## src/rtl/matvec_seq.sv

```systemverilog
// -----------------------------------------------------------------------------
// matvec_seq -- matrix-vector multiply sequencer.
//
// Loads a VSIZE-word vector x from the x stream, then for each of n_rows
// matrix rows loads the row from the a stream, issues row and x to an external
// fixed-latency dot-product unit, and returns the scalar result on the y
// stream. Only one dot product is ever in flight; completion is detected by
// counting DP_LAT cycles from the issue edge.
//
// Ports:
//   clk, rst              clock, synchronous active-high reset
//   start, n_rows         job request (n_rows sampled on start, 0 = empty job)
//   x_data/valid/ready    x word stream, word 0 first
//   a_data/valid/ready    matrix row words, row-major, word 0 first
//   dp_in1, dp_in2        row / x operands, lane i = word i
//   dp_en                 one-cycle issue strobe
//   dp_result             dot-product result, valid DP_LAT cycles after issue
//   y_data/valid/ready    result stream
//   busy, done            job status; done pulses once at job end
//
// Optional feature (macro MATVEC_SEQ_PERF_EN):
//   perf_cycles           cycles from start accept to done inclusive
//   perf_stall            cycles spent in OUT with y_ready low
// -----------------------------------------------------------------------------
module matvec_seq #(
    parameter int VSIZE  = 4,
    parameter int DP_LAT = 8,
    parameter int ROW_W  = 8
) (
    input  logic                  clk,
    input  logic                  rst,
    input  logic                  start,
    input  logic [ROW_W-1:0]      n_rows,
    input  logic [31:0]           x_data,
    input  logic                  x_valid,
    output logic                  x_ready,
    input  logic [31:0]           a_data,
    input  logic                  a_valid,
    output logic                  a_ready,
    output logic [VSIZE*32-1:0]   dp_in1,
    output logic [VSIZE*32-1:0]   dp_in2,
    output logic                  dp_en,
    input  logic [31:0]           dp_result,
    output logic [31:0]           y_data,
    output logic                  y_valid,
    input  logic                  y_ready,
    output logic                  busy,
    output logic                  done
`ifdef MATVEC_SEQ_PERF_EN
    ,
    output logic [31:0]           perf_cycles,
    output logic [31:0]           perf_stall
`endif
);

    localparam int WCNT_W = (VSIZE > 1) ? $clog2(VSIZE) : 1;
    localparam int LAT_W  = $clog2(DP_LAT) + 1;
    localparam logic [WCNT_W-1:0] WLAST    = WCNT_W'(VSIZE - 1);
    localparam logic [LAT_W-1:0]  LAT_INIT = LAT_W'(DP_LAT - 1);

    typedef enum logic [2:0] {
        IDLE     = 3'd0,
        LOAD_X   = 3'd1,
        LOAD_ROW = 3'd2,
        ISSUE    = 3'd3,
        WAIT     = 3'd4,
        OUT      = 3'd5,
        FIN      = 3'd6
    } state_t;

    state_t              state_q, state_d;
    logic [WCNT_W-1:0]   wcnt_q;
    logic [ROW_W-1:0]    rcnt_q;
    logic [ROW_W-1:0]    nrows_q;
    logic [LAT_W-1:0]    lat_q;
    logic [31:0]         xbuf [VSIZE];
    logic [31:0]         rbuf [VSIZE];
    logic [31:0]         y_data_q;
    logic                last_row;

    // One bit wider than rcnt so n_rows = 2^ROW_W-1 terminates without wrap.
    assign last_row = (({1'b0, rcnt_q} + (ROW_W+1)'(1)) == {1'b0, nrows_q});

    // Next-state and decoded outputs
    always_comb begin
        state_d = state_q;
        x_ready = 1'b0;
        a_ready = 1'b0;
        dp_en   = 1'b0;
        y_valid = 1'b0;
        busy    = (state_q != IDLE);
        done    = 1'b0;
        case (state_q)
            IDLE: begin
                if (start) state_d = (n_rows != '0) ? LOAD_X : FIN;
            end
            LOAD_X: begin
                x_ready = 1'b1;
                if (x_valid && wcnt_q == WLAST) state_d = LOAD_ROW;
            end
            LOAD_ROW: begin
                a_ready = 1'b1;
                if (a_valid && wcnt_q == WLAST) state_d = ISSUE;
            end
            ISSUE: begin
                dp_en   = 1'b1;
                state_d = WAIT;
            end
            WAIT: begin
                if (lat_q == '0) state_d = OUT;
            end
            OUT: begin
                y_valid = 1'b1;
                if (y_ready) state_d = last_row ? FIN : LOAD_ROW;
            end
            FIN: begin
                done    = 1'b1;
                state_d = IDLE;
            end
            default: state_d = IDLE;
        endcase
    end

    // Operand buses are wired straight from the buffers; the buffers are not
    // written between ISSUE and the next LOAD_ROW, so the operands hold.
    always_comb begin
        dp_in1 = '0;
        dp_in2 = '0;
        for (int i = 0; i < VSIZE; i++) begin
            dp_in1[i*32 +: 32] = rbuf[i];
            dp_in2[i*32 +: 32] = xbuf[i];
        end
    end

    assign y_data = y_data_q;

    // State, counters and buffers
    always_ff @(posedge clk) begin
        if (rst) begin
            state_q  <= IDLE;
            wcnt_q   <= '0;
            rcnt_q   <= '0;
            nrows_q  <= '0;
            lat_q    <= '0;
            y_data_q <= '0;
            for (int i = 0; i < VSIZE; i++) begin
                xbuf[i] <= '0;
                rbuf[i] <= '0;
            end
        end else begin
            state_q <= state_d;
            case (state_q)
                IDLE: begin
                    if (start) begin
                        nrows_q <= n_rows;
                        wcnt_q  <= '0;
                        rcnt_q  <= '0;
                    end
                end
                LOAD_X: begin
                    if (x_valid) begin
                        xbuf[wcnt_q] <= x_data;
                        wcnt_q       <= (wcnt_q == WLAST) ? '0 : wcnt_q + 1'b1;
                    end
                end
                LOAD_ROW: begin
                    if (a_valid) begin
                        rbuf[wcnt_q] <= a_data;
                        wcnt_q       <= (wcnt_q == WLAST) ? '0 : wcnt_q + 1'b1;
                    end
                end
                ISSUE: begin
                    lat_q <= LAT_INIT;
                end
                WAIT: begin
                    // Capture lands exactly DP_LAT edges after the issue edge.
                    if (lat_q == '0) y_data_q <= dp_result;
                    else             lat_q    <= lat_q - 1'b1;
                end
                OUT: begin
                    if (y_ready) rcnt_q <= rcnt_q + 1'b1;
                end
                default: ;
            endcase
        end
    end

`ifdef MATVEC_SEQ_PERF_EN
    function automatic logic [31:0] sat_inc(input logic [31:0] v);
        return (v == '1) ? v : v + 32'd1;
    endfunction

    logic [31:0] perf_cycles_q;
    logic [31:0] perf_stall_q;

    // The start cycle counts as cycle 1; every busy cycle up to and including
    // FIN adds one. Values hold in IDLE until the next accepted start.
    always_ff @(posedge clk) begin
        if (rst) begin
            perf_cycles_q <= '0;
            perf_stall_q  <= '0;
        end else if (state_q == IDLE && start) begin
            perf_cycles_q <= 32'd1;
            perf_stall_q  <= '0;
        end else begin
            if (state_q != IDLE)
                perf_cycles_q <= sat_inc(perf_cycles_q);
            if (state_q == OUT && !y_ready)
                perf_stall_q <= sat_inc(perf_stall_q);
        end
    end

    assign perf_cycles = perf_cycles_q;
    assign perf_stall  = perf_stall_q;
`endif

endmodule

```

## config.mk

```make
export PLATFORM = sky130hd
export DESIGN_NAME = matvec_seq
export DESIGN_NICKNAME = d
export VERILOG_FILES = /design/src/rtl/matvec_seq.sv
export SDC_FILE = /design/constraint.sdc
export NUM_CORES = 1
export LEC_CHECK = 0
export CAP_MARGIN = 20
export CORE_UTILIZATION = 40
export CTS_CLUSTER_DIAMETER = 40
export DETAILED_ROUTE_END_ITERATION = 16
export DONT_BUFFER_PORTS = 1
export GPL_ROUTABILITY_DRIVEN = 1
export SETUP_SLACK_MARGIN = 0.5
export SYNTH_ARGS = -nofsm -noshare
export SYNTH_HDL_FRONTEND = slang
export SYNTH_SLANG_ARGS = --single-unit
```

## constraint.sdc

```tcl
create_clock -name clk -period 6.7 [get_ports clk]
set_input_delay 1.005 -clock clk [delete_from_list [all_inputs] [get_ports clk]]
set_output_delay 1.005 -clock clk [all_outputs]
set_load 0.03 [all_outputs]
```

### After elaboration in Yosys (flattened, before gate mapping)

Memory sizes are Yosys's and may differ from the RTL's.
Index checks and enable logic that the tools add are counted.

| cells by class | value |
|---|---|
| muxes and demuxes | 39 |
| reductions and logical operators | 17 |
| equality and inequality tests | 16 |
| $add $sub $neg | 4 |

Operators with widths:

| cell | number |
|---|---|
| $mux 32 | 2 |
| $reduce_or 32->1 | 2 |
| $mux 3 | 7 |
| $pmux 3 s6 | 1 |
| $mux 1 | 17 |
| $mux 8 | 2 |
| $ne 2x2->1 const B | 8 |
| $pmux 8 s2 | 1 |
| $mux 2 | 6 |
| $add 8x1->9 const B | 1 |
| $eq 3x3->1 const B | 3 |
| $eq 9x8->1 | 1 |
| $add 8x1->8 const B | 1 |
| $pmux 4 s2 | 1 |
| $reduce_bool 8->1 | 1 |
| $eq 3x2->1 const B | 2 |
| $pmux 2 s3 | 1 |
| $reduce_and 2->1 | 3 |
| $reduce_bool 3->1 | 2 |
| $reduce_and 5->1 | 1 |
| $logic_not 4->1 | 1 |
| $mux 4 | 1 |
| $reduce_and 4->1 | 1 |
| $reduce_bool 2->1 | 2 |
| other kinds (7) | 8 |

| storage, ports and cells | value |
|---|---|
| memories kept | 2 |
| logic and storage cells | 84 |
| output and inout port bits | 294 |
| flip-flop bits (word level) | 57 |
| input port bits | 110 |
| RAM bits | 256 |

Memories:

| name | words | width | read ports | clocked after Yosys merged registers in | wr ports | RTL line | RTL |
|---|---|---|---|---|---|---|---|
| rbuf | 4 | 32 | 4 | 0 | 4 | 77 | `logic [31:0] rbuf [VSIZE];` |
| xbuf | 4 | 32 | 4 | 0 | 4 | 76 | `logic [31:0] xbuf [VSIZE];` |

### Longest topological paths before layout

| depth | value |
|---|---|
| word-level depth | 6 |
| depth in mapped cells | 8 |
| depth with buffers taken out | 7 |

### Worst setup path after synthesis

Ideal clock, no wire load.

| timing path | value |
|---|---|
| path type | input port to flip-flop |
| start | input x_valid |
| end | memory xbuf[3][0], enable pin |
| buffers on the path | 0 |
| stages | 2 |
| data required time | 6.189 ns |
| setup slack | 1.738 ns |
| data arrival time | 4.451 ns |
| setup time | 0.511 ns |
| path through | nand2_1 > o41ai_1 |

RTL lines:

| element | RTL line | RTL |
|---|---|---|
| start: declaration | 35 | `input logic x_valid,` |
| end: declaration | 76 |  |

==> results.json <==
{
  "critPathMaxFanout": 33,
  "max_stage_delay_ns": 0.72,
  "reg2reg_slack_ns": 3.36,
  "fmax_mhz": 299,
  "ys_seq_elements": 313,
  "clk_latency_ns": 0.53,
  "wl_um": 29500,
  "holdWs_ns": 0.460,
  "ios": 404,
  "r2r_end": "xbuf[0][28]",
  "setup_violations": 0,
  "rsz0062_at_grt": "false",
  "cts-resized-gates": 0,
  "power.density_nw_per_um2": 338,
  "finalSetupTns_ns": 0,
  "synth_area_sq_um": 12100,
  "final_common_cell": "and2_1",
  "grt-ovfl-total": 0,
  "status": "finished clean",
  "postSynthCellCount": 896,
  "min_from": "nrows_q[4]",
  "holdPathStages": 2,
  "drv_slew": 0,
  "core_sq_um": 29700,
  "hold_end": "nrows_q[4]",
  "worst_pin_slew_ns": 1.04,
  "path_common_cell": "nor3_2",
  "cp-start-kind": "flop",
  "rows": 63,
  "final_cell_mix": "and2_1, edfxtp_1, nand2_1, dfxtp_1, a21oi_1",
  "syn_area_per_cell_sq_um": 13.5,
  "drt_iter0_drc": 524,
  "clk_pin_slew_ns": 0.05,
  "drive_gt1_share_pct": 10.4,
  "num-fill-cells": 2536,
  "portBuffers": 0,
  "final-hold-violation-count": 0,
  "cts_buffer_depth": 3,
  "first_pass_iters": 6,
  "cts_buffers": 40,
  "grt_max_degree": 66,
  "cts_setup_buffers": 0,
  "path_class": "flop to flop",
  "hold_buffers": 0,
  "gp_congestion": 0.793,
  "worstRegToRegCells": 6,
  "synth.distinct_cells": 46,
  "max_cap_violations": 0,
  "place.detailed.hpwl_um": 20200,
  "crit_buf_inv": 2,
  "die_height_um": 176,
  "synth-edff-count": 256,
  "finalCriticalPeriod_ns": 3.34,
  "antenna_found_initial": 0,
  "grt_pass1_wl_um": 42400,
  "synthFlopType": "edfxtp_1",
  "yosysWarnings": 0,
  "synth_top_area_cell": "edfxtp_1",
  "period_share_pct": 49.8,
  "r2r_start": "state_q[0]",
  "seq_area_frac_synth_pct": 72.9,
  "cp.arrival_ns": 3.48,
  "first_global_vias": 6727,
  "wire_per_inst_um": 22.3,
  "drc": 0,
  "min_path_type": "flop to flop",
  "vias": 6753,
  "routed_via_density": 5.10,
  "synthArstFlopShare_pct": 0,
  "cp.required_ns": 6.84,
  "start_util_pct": 40.8,
  "fin_nets": 1017,
  "crit_family": "simple AND/OR/NAND/NOR gates",
  "synth_top_area_share_pct": 63.5,
  "route.antenna.remaining_nets": 0,
  "fin_worst_skew_ns": 0.0151,
  "synth.net_count": 1010,
  "cts_sinks": 313,
  "cp_cell_sequence": "inv_2, nor3_2, nand3_1, nor3_2, buf_4, or2_2",
  "slowest_stage": "or2_2",
  "leakage_nw": 5.02,
  "die_area_sq_um": 31000,
  "grt.total_usage_pct": 18.3,
  "htreeDepth": 2,
  "area_growth_pct": 15.2,
  "cts_tree": "yes",
  "synthTopCellsByArea": "edfxtp_1, and2_1, dfxtp_1",
  "slew_headroom_pct": 30.4,
  "cts-root-buf": "clkbuf_16",
  "die-width_um": 176,
  "vdd_drop_max_uv": 180,
  "crit_path_end_kind": "flop"
}
## registers in the layout, summed over array words and instances (netlist names)
| signal | flops |
|---|---|
| xbuf | 128 |
| rbuf | 128 |
| nrows_q | 8 |
| wcnt_q | 2 |
| y_data | 32 |
| rcnt_q | 8 |
| state_q | 3 |
| lat_q | 4 |
## cells in the mapped netlist (2+ instances only)
| library cell | count |
|---|---|
| a211oi_1 | 5 |
| a21oi_1 | 55 |
| a31oi_1 | 3 |
| and2_1 | 258 |
| and3_1 | 5 |
| buf_2 | 4 |
| clkbuf_1 | 42 |
| dfxtp_1 | 57 |
| edfxtp_1 | 256 |
| ha_1 | 4 |
| inv_1 | 6 |
| mux2i_1 | 2 |
| nand2_1 | 92 |
| nand2b_1 | 3 |
| nand3_1 | 10 |
| nor2_1 | 20 |
| nor2b_1 | 4 |
| nor3_1 | 10 |
| nor3_2 | 2 |
| nor3b_1 | 4 |
| nor3b_2 | 3 |
| nor4_1 | 6 |
| o21ai_0 | 9 |
| o41ai_1 | 2 |
| or2_2 | 6 |
| xnor2_1 | 6 |
| xor2_1 | 3 |
## worst max path at each step
stage | startpoint | endpoint | slack (ns) | cells after the start
floorplan | x_valid | xbuf[3][0] | 1.74 | 2
global placement | state_q[1] | rbuf[0][23] | 2.74 | 4
detailed placement | state_q[1] | rbuf[0][28] | 2.65 | 4
CTS | state_q[1] | rbuf[0][15] | 2.64 | 4
global route | state_q[0] | xbuf[0][12] | 3.08 | 6
finish | state_q[0] | xbuf[0][28] | 3.36 | 6
## layer usage
metal | vias to the layer above | GRT usage [%] | wire length, um
li1 | 3134 | - | -
met1 | 3253 | 20.6 | 11200
met2 | 318 | 32.2 | 14800
met3 | 48 | 6.70 | 2850
met4 | 0 | 5.62 | 659
met5 | - | 0 | 0
## power breakdown
group	internal [W]	switching, W
clock	0.00126	0.000807
sequential	0.00221	0.000241
combinational	0.0000626	0.000137
## final cells by class
type	instances	area [sq um]	area share (%)
antenna	1	2.50	0.0179
clock buffer	50	1070	7.67
clock inverter	21	224	1.60
inverter	7	26.3	0.188
multi-input combinational	528	3140	22.5
sequential	313	8830	63.3
tap	390	488	3.50
timing repair buffer	13	173	1.24
## cells by family (layout without fill, tap and decap cells)
logic type	after synthesis	count (layout)	synth area share, %
and+or+nand+nor	429	429	20.1
DFF	313	313	72.9
AOI/OAI and AO/OA	84	84	4.00
buffers and inverters	55	91	1.81
xor gates and xnor gates	9	9	0.651
adders and majority gates	4	4	0.413
muxes	2	2	0.165
other	0	1	0
## worst register-to-register path: stages (launching register included)
cell	delay (ns)
dfxtp_1	0.65
inv_2	0.20
nor3_2	0.53
nand3_1	0.32
nor3_2	0.18
buf_4	0.33
or2_2	0.73
## metrics by stage
step                instances  worst slack [ns]  instance area (sq um)  utilization [%]  power (W)
finish                   1323              3.36                  14000             47.0    0.00472
global route             1322              3.08                  14000             47.0    0.00485
CTS                      1317              2.64                  13900             46.6    0.00475
detailed placement       1246              2.65                  12600             42.3    0.00269
global placement         1245              2.74                  12500             42.2    0.00268
floorplan                 896              1.74                  12100                -    0.00262
Note: power is estimated with default switching activity, not from simulation.
